<file path="src/rtl/multicycle_controller.sv">
// Main control FSM for the multicycle RV32 datapath: sequences one instruction
// at a time and drives every datapath enable and mux select from the current state.
module multicycle_controller (
  input  logic       clk,
  input  logic       rst,
  input  logic [6:0] op,
  input  logic [2:0] func3,
  input  logic [6:0] func7,
  input  logic       zero,
  input  logic       neg,
  output logic       PCWrite,
  output logic       AdrSrc,
  output logic       MemWrite,
  output logic       IRWrite,
  output logic       RegWrite,
  output logic [1:0] ResultSrc,
  output logic [1:0] ALUSrcA,
  output logic [1:0] ALUSrcB,
  output logic [2:0] ALUControl,
  output logic [2:0] ImmSrc,
  output logic       illegal
);

  typedef enum logic [3:0] {
    S_FETCH, S_DECODE, S_MEMADR, S_MEMREAD, S_MEMWB, S_MEMWRITE, S_EXECR,
    S_EXECI, S_ALUWB, S_BRANCH, S_JAL, S_JALR, S_JALRLINK, S_LUI
  } state_t;

  localparam logic [6:0] OP_R    = 7'b0110011;
  localparam logic [6:0] OP_I    = 7'b0010011;
  localparam logic [6:0] OP_LW   = 7'b0000011;
  localparam logic [6:0] OP_SW   = 7'b0100011;
  localparam logic [6:0] OP_BR   = 7'b1100011;
  localparam logic [6:0] OP_JAL  = 7'b1101111;
  localparam logic [6:0] OP_JALR = 7'b1100111;
  localparam logic [6:0] OP_LUI  = 7'b0110111;

  state_t state_q, state_d;

  function automatic logic [2:0] alu_dec(input logic [2:0] f3, input logic sub_sel);
    logic [2:0] ctl;
    ctl = 3'b000;
    case (f3)
      3'b000:  ctl = sub_sel ? 3'b001 : 3'b000;
      3'b111:  ctl = 3'b010;
      3'b110:  ctl = 3'b011;
      3'b010:  ctl = 3'b100;
      3'b100:  ctl = 3'b101;
      default: ctl = 3'b000;
    endcase
    return ctl;
  endfunction

  always_ff @(posedge clk) begin
    if (rst) state_q <= S_FETCH;
    else     state_q <= state_d;
  end

  always_comb begin
    state_d    = S_FETCH;
    PCWrite    = 1'b0;
    AdrSrc     = 1'b0;
    MemWrite   = 1'b0;
    IRWrite    = 1'b0;
    RegWrite   = 1'b0;
    ResultSrc  = 2'b00;
    ALUSrcA    = 2'b00;
    ALUSrcB    = 2'b00;
    ALUControl = 3'b000;
    ImmSrc     = 3'b000;
    illegal    = 1'b0;

    case (state_q)
      S_FETCH: begin
        IRWrite   = 1'b1;
        ALUSrcB   = 2'b10;
        ResultSrc = 2'b10;
        PCWrite   = 1'b1;
        state_d   = S_DECODE;
      end
      S_DECODE: begin
        // Branch/jump target is computed here and held in ALUOut.
        ALUSrcA = 2'b01;
        ALUSrcB = 2'b01;
        ImmSrc  = (op == OP_JAL) ? 3'b011 : 3'b010;
        case (op)
          OP_LW, OP_SW: state_d = S_MEMADR;
          OP_R:         state_d = S_EXECR;
          OP_I:         state_d = S_EXECI;
          OP_BR:        state_d = S_BRANCH;
          OP_JAL:       state_d = S_JAL;
          OP_JALR:      state_d = S_JALR;
          OP_LUI:       state_d = S_LUI;
          default: begin
            illegal = 1'b1;
            state_d = S_FETCH;
          end
        endcase
      end
      S_MEMADR: begin
        ALUSrcA = 2'b10;
        ALUSrcB = 2'b01;
        ImmSrc  = (op == OP_SW) ? 3'b001 : 3'b000;
        state_d = (op == OP_SW) ? S_MEMWRITE : S_MEMREAD;
      end
      S_MEMREAD: begin
        AdrSrc  = 1'b1;
        state_d = S_MEMWB;
      end
      S_MEMWB: begin
        ResultSrc = 2'b01;
        RegWrite  = 1'b1;
      end
      S_MEMWRITE: begin
        AdrSrc   = 1'b1;
        MemWrite = 1'b1;
      end
      S_EXECR: begin
        ALUSrcA    = 2'b10;
        ALUControl = alu_dec(func3, func7[5]);
        state_d    = S_ALUWB;
      end
      S_EXECI: begin
        ALUSrcA    = 2'b10;
        ALUSrcB    = 2'b01;
        ALUControl = alu_dec(func3, 1'b0);
        state_d    = S_ALUWB;
      end
      S_ALUWB: RegWrite = 1'b1;
      S_BRANCH: begin
        ALUSrcA    = 2'b10;
        ALUControl = 3'b001;
        case (func3)
          3'b000:  PCWrite = zero;
          3'b001:  PCWrite = ~zero;
          3'b100:  PCWrite = neg;
          3'b101:  PCWrite = ~neg;
          default: PCWrite = 1'b0;
        endcase
      end
      S_JAL: begin
        ALUSrcA = 2'b01;
        ALUSrcB = 2'b10;
        PCWrite = 1'b1;
        state_d = S_ALUWB;
      end
      S_JALR: begin
        ALUSrcA   = 2'b10;
        ALUSrcB   = 2'b01;
        ResultSrc = 2'b10;
        PCWrite   = 1'b1;
        state_d   = S_JALRLINK;
      end
      S_JALRLINK: begin
        ALUSrcA   = 2'b01;
        ALUSrcB   = 2'b10;
        ResultSrc = 2'b10;
        RegWrite  = 1'b1;
      end
      S_LUI: begin
        ImmSrc    = 3'b100;
        ResultSrc = 2'b11;
        RegWrite  = 1'b1;
      end
      default: state_d = S_FETCH;
    endcase

    // Reset silences every output so an aborted instruction cannot write anything.
    if (rst) begin
      PCWrite    = 1'b0;
      AdrSrc     = 1'b0;
      MemWrite   = 1'b0;
      IRWrite    = 1'b0;
      RegWrite   = 1'b0;
      ResultSrc  = 2'b00;
      ALUSrcA    = 2'b00;
      ALUSrcB    = 2'b00;
      ALUControl = 3'b000;
      ImmSrc     = 3'b000;
      illegal    = 1'b0;
    end
  end

endmodule

</file>
<file path="config.mk">
export PLATFORM = sky130hd
export DESIGN_NAME = multicycle_controller
export DESIGN_NICKNAME = d
export VERILOG_FILES = /design/src/rtl/multicycle_controller.sv
export SDC_FILE = /design/constraint.sdc
export NUM_CORES = 1
export LEC_CHECK = 0
export BUFFER_PORTS_ARGS = -buffer_cell sky130_fd_sc_hd__buf_4
export CAP_MARGIN = 15
export CORE_UTILIZATION = 42
export CTS_BUF_LIST = sky130_fd_sc_hd__clkbuf_4 sky130_fd_sc_hd__clkbuf_8
export DETAILED_ROUTE_END_ITERATION = 10
export GPL_TIMING_DRIVEN = 1
export PLACE_DENSITY = 0.79
export SYNTH_ARGS = -nofsm -noshare
export SYNTH_HDL_FRONTEND = slang
export SYNTH_SLANG_ARGS = --single-unit
</file>
<file path="constraint.sdc">
create_clock -name clk -period 1.25 [get_ports clk]
set_clock_uncertainty 0.15 [all_clocks]
set_input_delay 0.0625 -clock clk [delete_from_list [all_inputs] [get_ports clk]]
set_output_delay 0.0625 -clock clk [all_outputs]
set_load 0.005 [all_outputs]
</file>
==> out/results.txt <==
outcome: finished with violations
port bufs: 32
FF-to-FF path depth: 7
most common cell in the netlist: nor2_1
Post-Syn Area per Cell: 7.11 um2
GRT overflow: 0
Die W: 44.0 um
fin area: 1450 um2
Sequential Power Share: 18.9%
chip height: 44.0 um
clock share of power: 28.9%
Startpoint Class: flop
GRT Util Overall: 34.7%
n_diodes: 0
grt met1 use: 37.8%
maxcap violations: 0
unrepaired setup endpoints after global routing: true
Setup CP Type: reg2out
antenna violations before repair: 0
Tcrit/Tclk final: 142%
syn_nets: 125
Worst-Margin Slew: 0.321 ns
Die Area: 1930 um2
Worst-Skew Late Latency: 0.27 ns
CP max stage cell: dfxtp_4
worst r2r src: state_q[2]$_SDFF_PP0_
Max VDD drop: 0.000515 V
crit path time final: 1.78 ns
first-pass GRT wire length: 4.89 mm
wire per inst: 23.0 um
dpl cell area: 1080 um2
sw power: 0.000300 W
TritonCTS Buffers: 3
fraction of layout instances using a drive strength above 1: 67.3%
Internal: 0.000422 W
Comb pwr share: 52.2%
Tot Pwr: 0.000722 W
Starting Density: 46.9%
Worst Setup SP: state_q[2]$_SDFF_PP0_
Final Hold Viols: 0
Critical Path Stages: 7
largest cells by area after synthesis: dfxtp_1 11%, nor2_1 7.6%, a21oi_1 7.4%
Pre-antenna DRT Iters: 7
CTS tree: built
GR Layer Usage met3: 5.42%
post-route insts no fill: 181
remaining routing DRC violations: 3
Rel. slew slack: 78.4%
Post-synth top cells: 15 x nor2_1, 11 x a21oi_1, 6 x nand2_1, 6 x nor3_1
CTS root buffer: clkbuf_4
Starting DRT DRC Count: 48
area leader, netlist: dfxtp_1
Synth top area share: 10.8%
vias post-DR: 1213
worst hold path type: in2reg
Seq cells post-synth: 4
largest register by flop count: state_q
Post-DP HPWL: 1.69 mm
routability cong.: 0.796
slowest cell delay on critical path: 0.37 ns
CTS sink count: 4
placed instance count: 163
dpl ws: -0.183 ns
unique cell type count in the Yosys netlist: 43
row count: 14
Worst EP required: 1.04 ns
r2r setup slk: -0.34 ns
vias in the first global route: 1056
largest net degree at the start of global routing: 18
global route hottest layer: met2
Post-Route Setup TNS: -8.02 ns
Max FO, Critical Path: 5
Ys Warns: 0
ANT nets after route: 0
Gate Count Post-Synth: 104
CTS H-Tree Depth: 1
crit path capture: ALUSrcB[0]
Core Region: 1580 um2
post-route setup slack: -0.527 ns
M2 GR Usage: 65.4%
number of vias per cell: 6.70
Critical Path Sink Type: primary output
violated checks: DRC, setup timing
Routed WL: 4.17 mm
Seq/Total Area, Yosys: 10.8%
maximum clock frequency: 0.563 GHz
synth-to-layout area growth: 96.6%
mapped cell area: 739 um2
max-slew violation count: 0
worst flop-to-flop path endpoint: state_q[1]$_SDFF_PP0_
Primary FF master, synth: dfxtp_1
Post-synth EDFFs: 0
Final setup viols: 22
Synth async-reset ratio: 0%
Worst Path Arrival: 1.56 ns
CP Cell Sequence: buf_6, buf_6, xor2_4, a21bo_1, a21oi_2, nor2_1, buf_4
cell family with most CP delay: buffers and inverters
number of nets in the layout: 188
Reg clk slew, reported paths: 0.06 ns
most frequent CP cell: buf_6
Critical path buffers and inverters: 3
IO Count: 39
clock tree buffer depth: 2
max reg flops: 4
leakage power: 0.656 nW
P per Cell Area: 497 nW/um2
top flop regs: state_q (4)
Sw Ratio: 41.5%
## per-layer routing
layer	share of wire, %	wire (um)
met1	37	1560
met2	46	1930
met3	7.9	330
met4	8.4	351
met5	0	0
## logic make-up (layout without fill, tap and decap cells)
| group | count (synthesis) | count (layout) | share of synthesized area [%] |
|---|---|---|---|
| and+or+nand+nor | 57 | 57 | 47.2 |
| AOI/OAI and AO/OA | 26 | 26 | 23.7 |
| buffers and inverters | 9 | 70 | 8.29 |
| xor gates and xnor gates | 5 | 5 | 5.92 |
| DFF | 4 | 4 | 10.8 |
| muxes | 3 | 3 | 4.06 |
## power groups by stage
stage | registers (W) | logic, W | clock network (W)
floorplan | 0.000139 | 0.000136 | 0
global placement | 0.000141 | 0.000247 | 0
detailed placement | 0.000141 | 0.000252 | 0
CTS | 0.000136 | 0.000320 | 0.000159
global route | 0.000136 | 0.000388 | 0.000209
finish | 0.000136 | 0.000377 | 0.000209
## worst min path at each step
stage	startpoint	endpoint	slack [ns]	cells past startpoint
6_report	rst	state_q[0]$_SDFF_PP0_	0.03	2
5_1_grt	rst	state_q[0]$_SDFF_PP0_	0.05	2
4_1_cts	rst	state_q[0]$_SDFF_PP0_	0.04	2
3_5_place_dp	rst	state_q[0]$_SDFF_PP0_	0.24	2
3_3_place_gp	rst	state_q[0]$_SDFF_PP0_	0.24	2
2_1_floorplan	op[3]	ImmSrc[0]	0.10	2
## area by class of cell
class | count | area (um2)
multi-input combinational | 91 | 774
clock buffer | 3 | 22.5
timing repair buffer | 64 | 533
inverter | 3 | 11.3
fill | 57 | 123
sequential | 4 | 92.6
tap | 16 | 20.0
## layout by cell type (no fill, tap or decap), drive strengths merged
cell type,instances
or2,2
dfxtp,4
a31oi,2
xor2,4
xnor2,1
nand2,6
mux2i,3
inv,3
a2111oi,1
a21bo,1
or3,1
a22oi,1
o211ai,2
nand3b,2
o21ai,3
and3b,2
clkbuf,3
and2b,1
nor3,9
nor2b,3
nor4b,2
a211oi,2
o2111ai,1
a21oi,11
o21a,1
nor4,1
buf,64
nand2b,5
nor2,16
a31o,1
and3,5
nand3,2
## stage by stage
stage | util [%] | hold slack [ns]
global placement | 68.7 | 0.240
CTS | 87.4 | 0.0369
floorplan | - | 0.101
global route | 92.2 | 0.0542
finish | 92.2 | 0.0334
detailed placement | 68.7 | 0.241
## what timing repair did
action / 4_1_cts / 5_1_grt
resized for setup: 46 / 12
endpoints found under the setup margin: 21 / 22
endpoints found under the hold margin: 0 / 0
setup buffers: 12 / 3
pin swaps: 22 / 9
hold buffers: 0 / 0
Power figures use the tool's default switching activity.
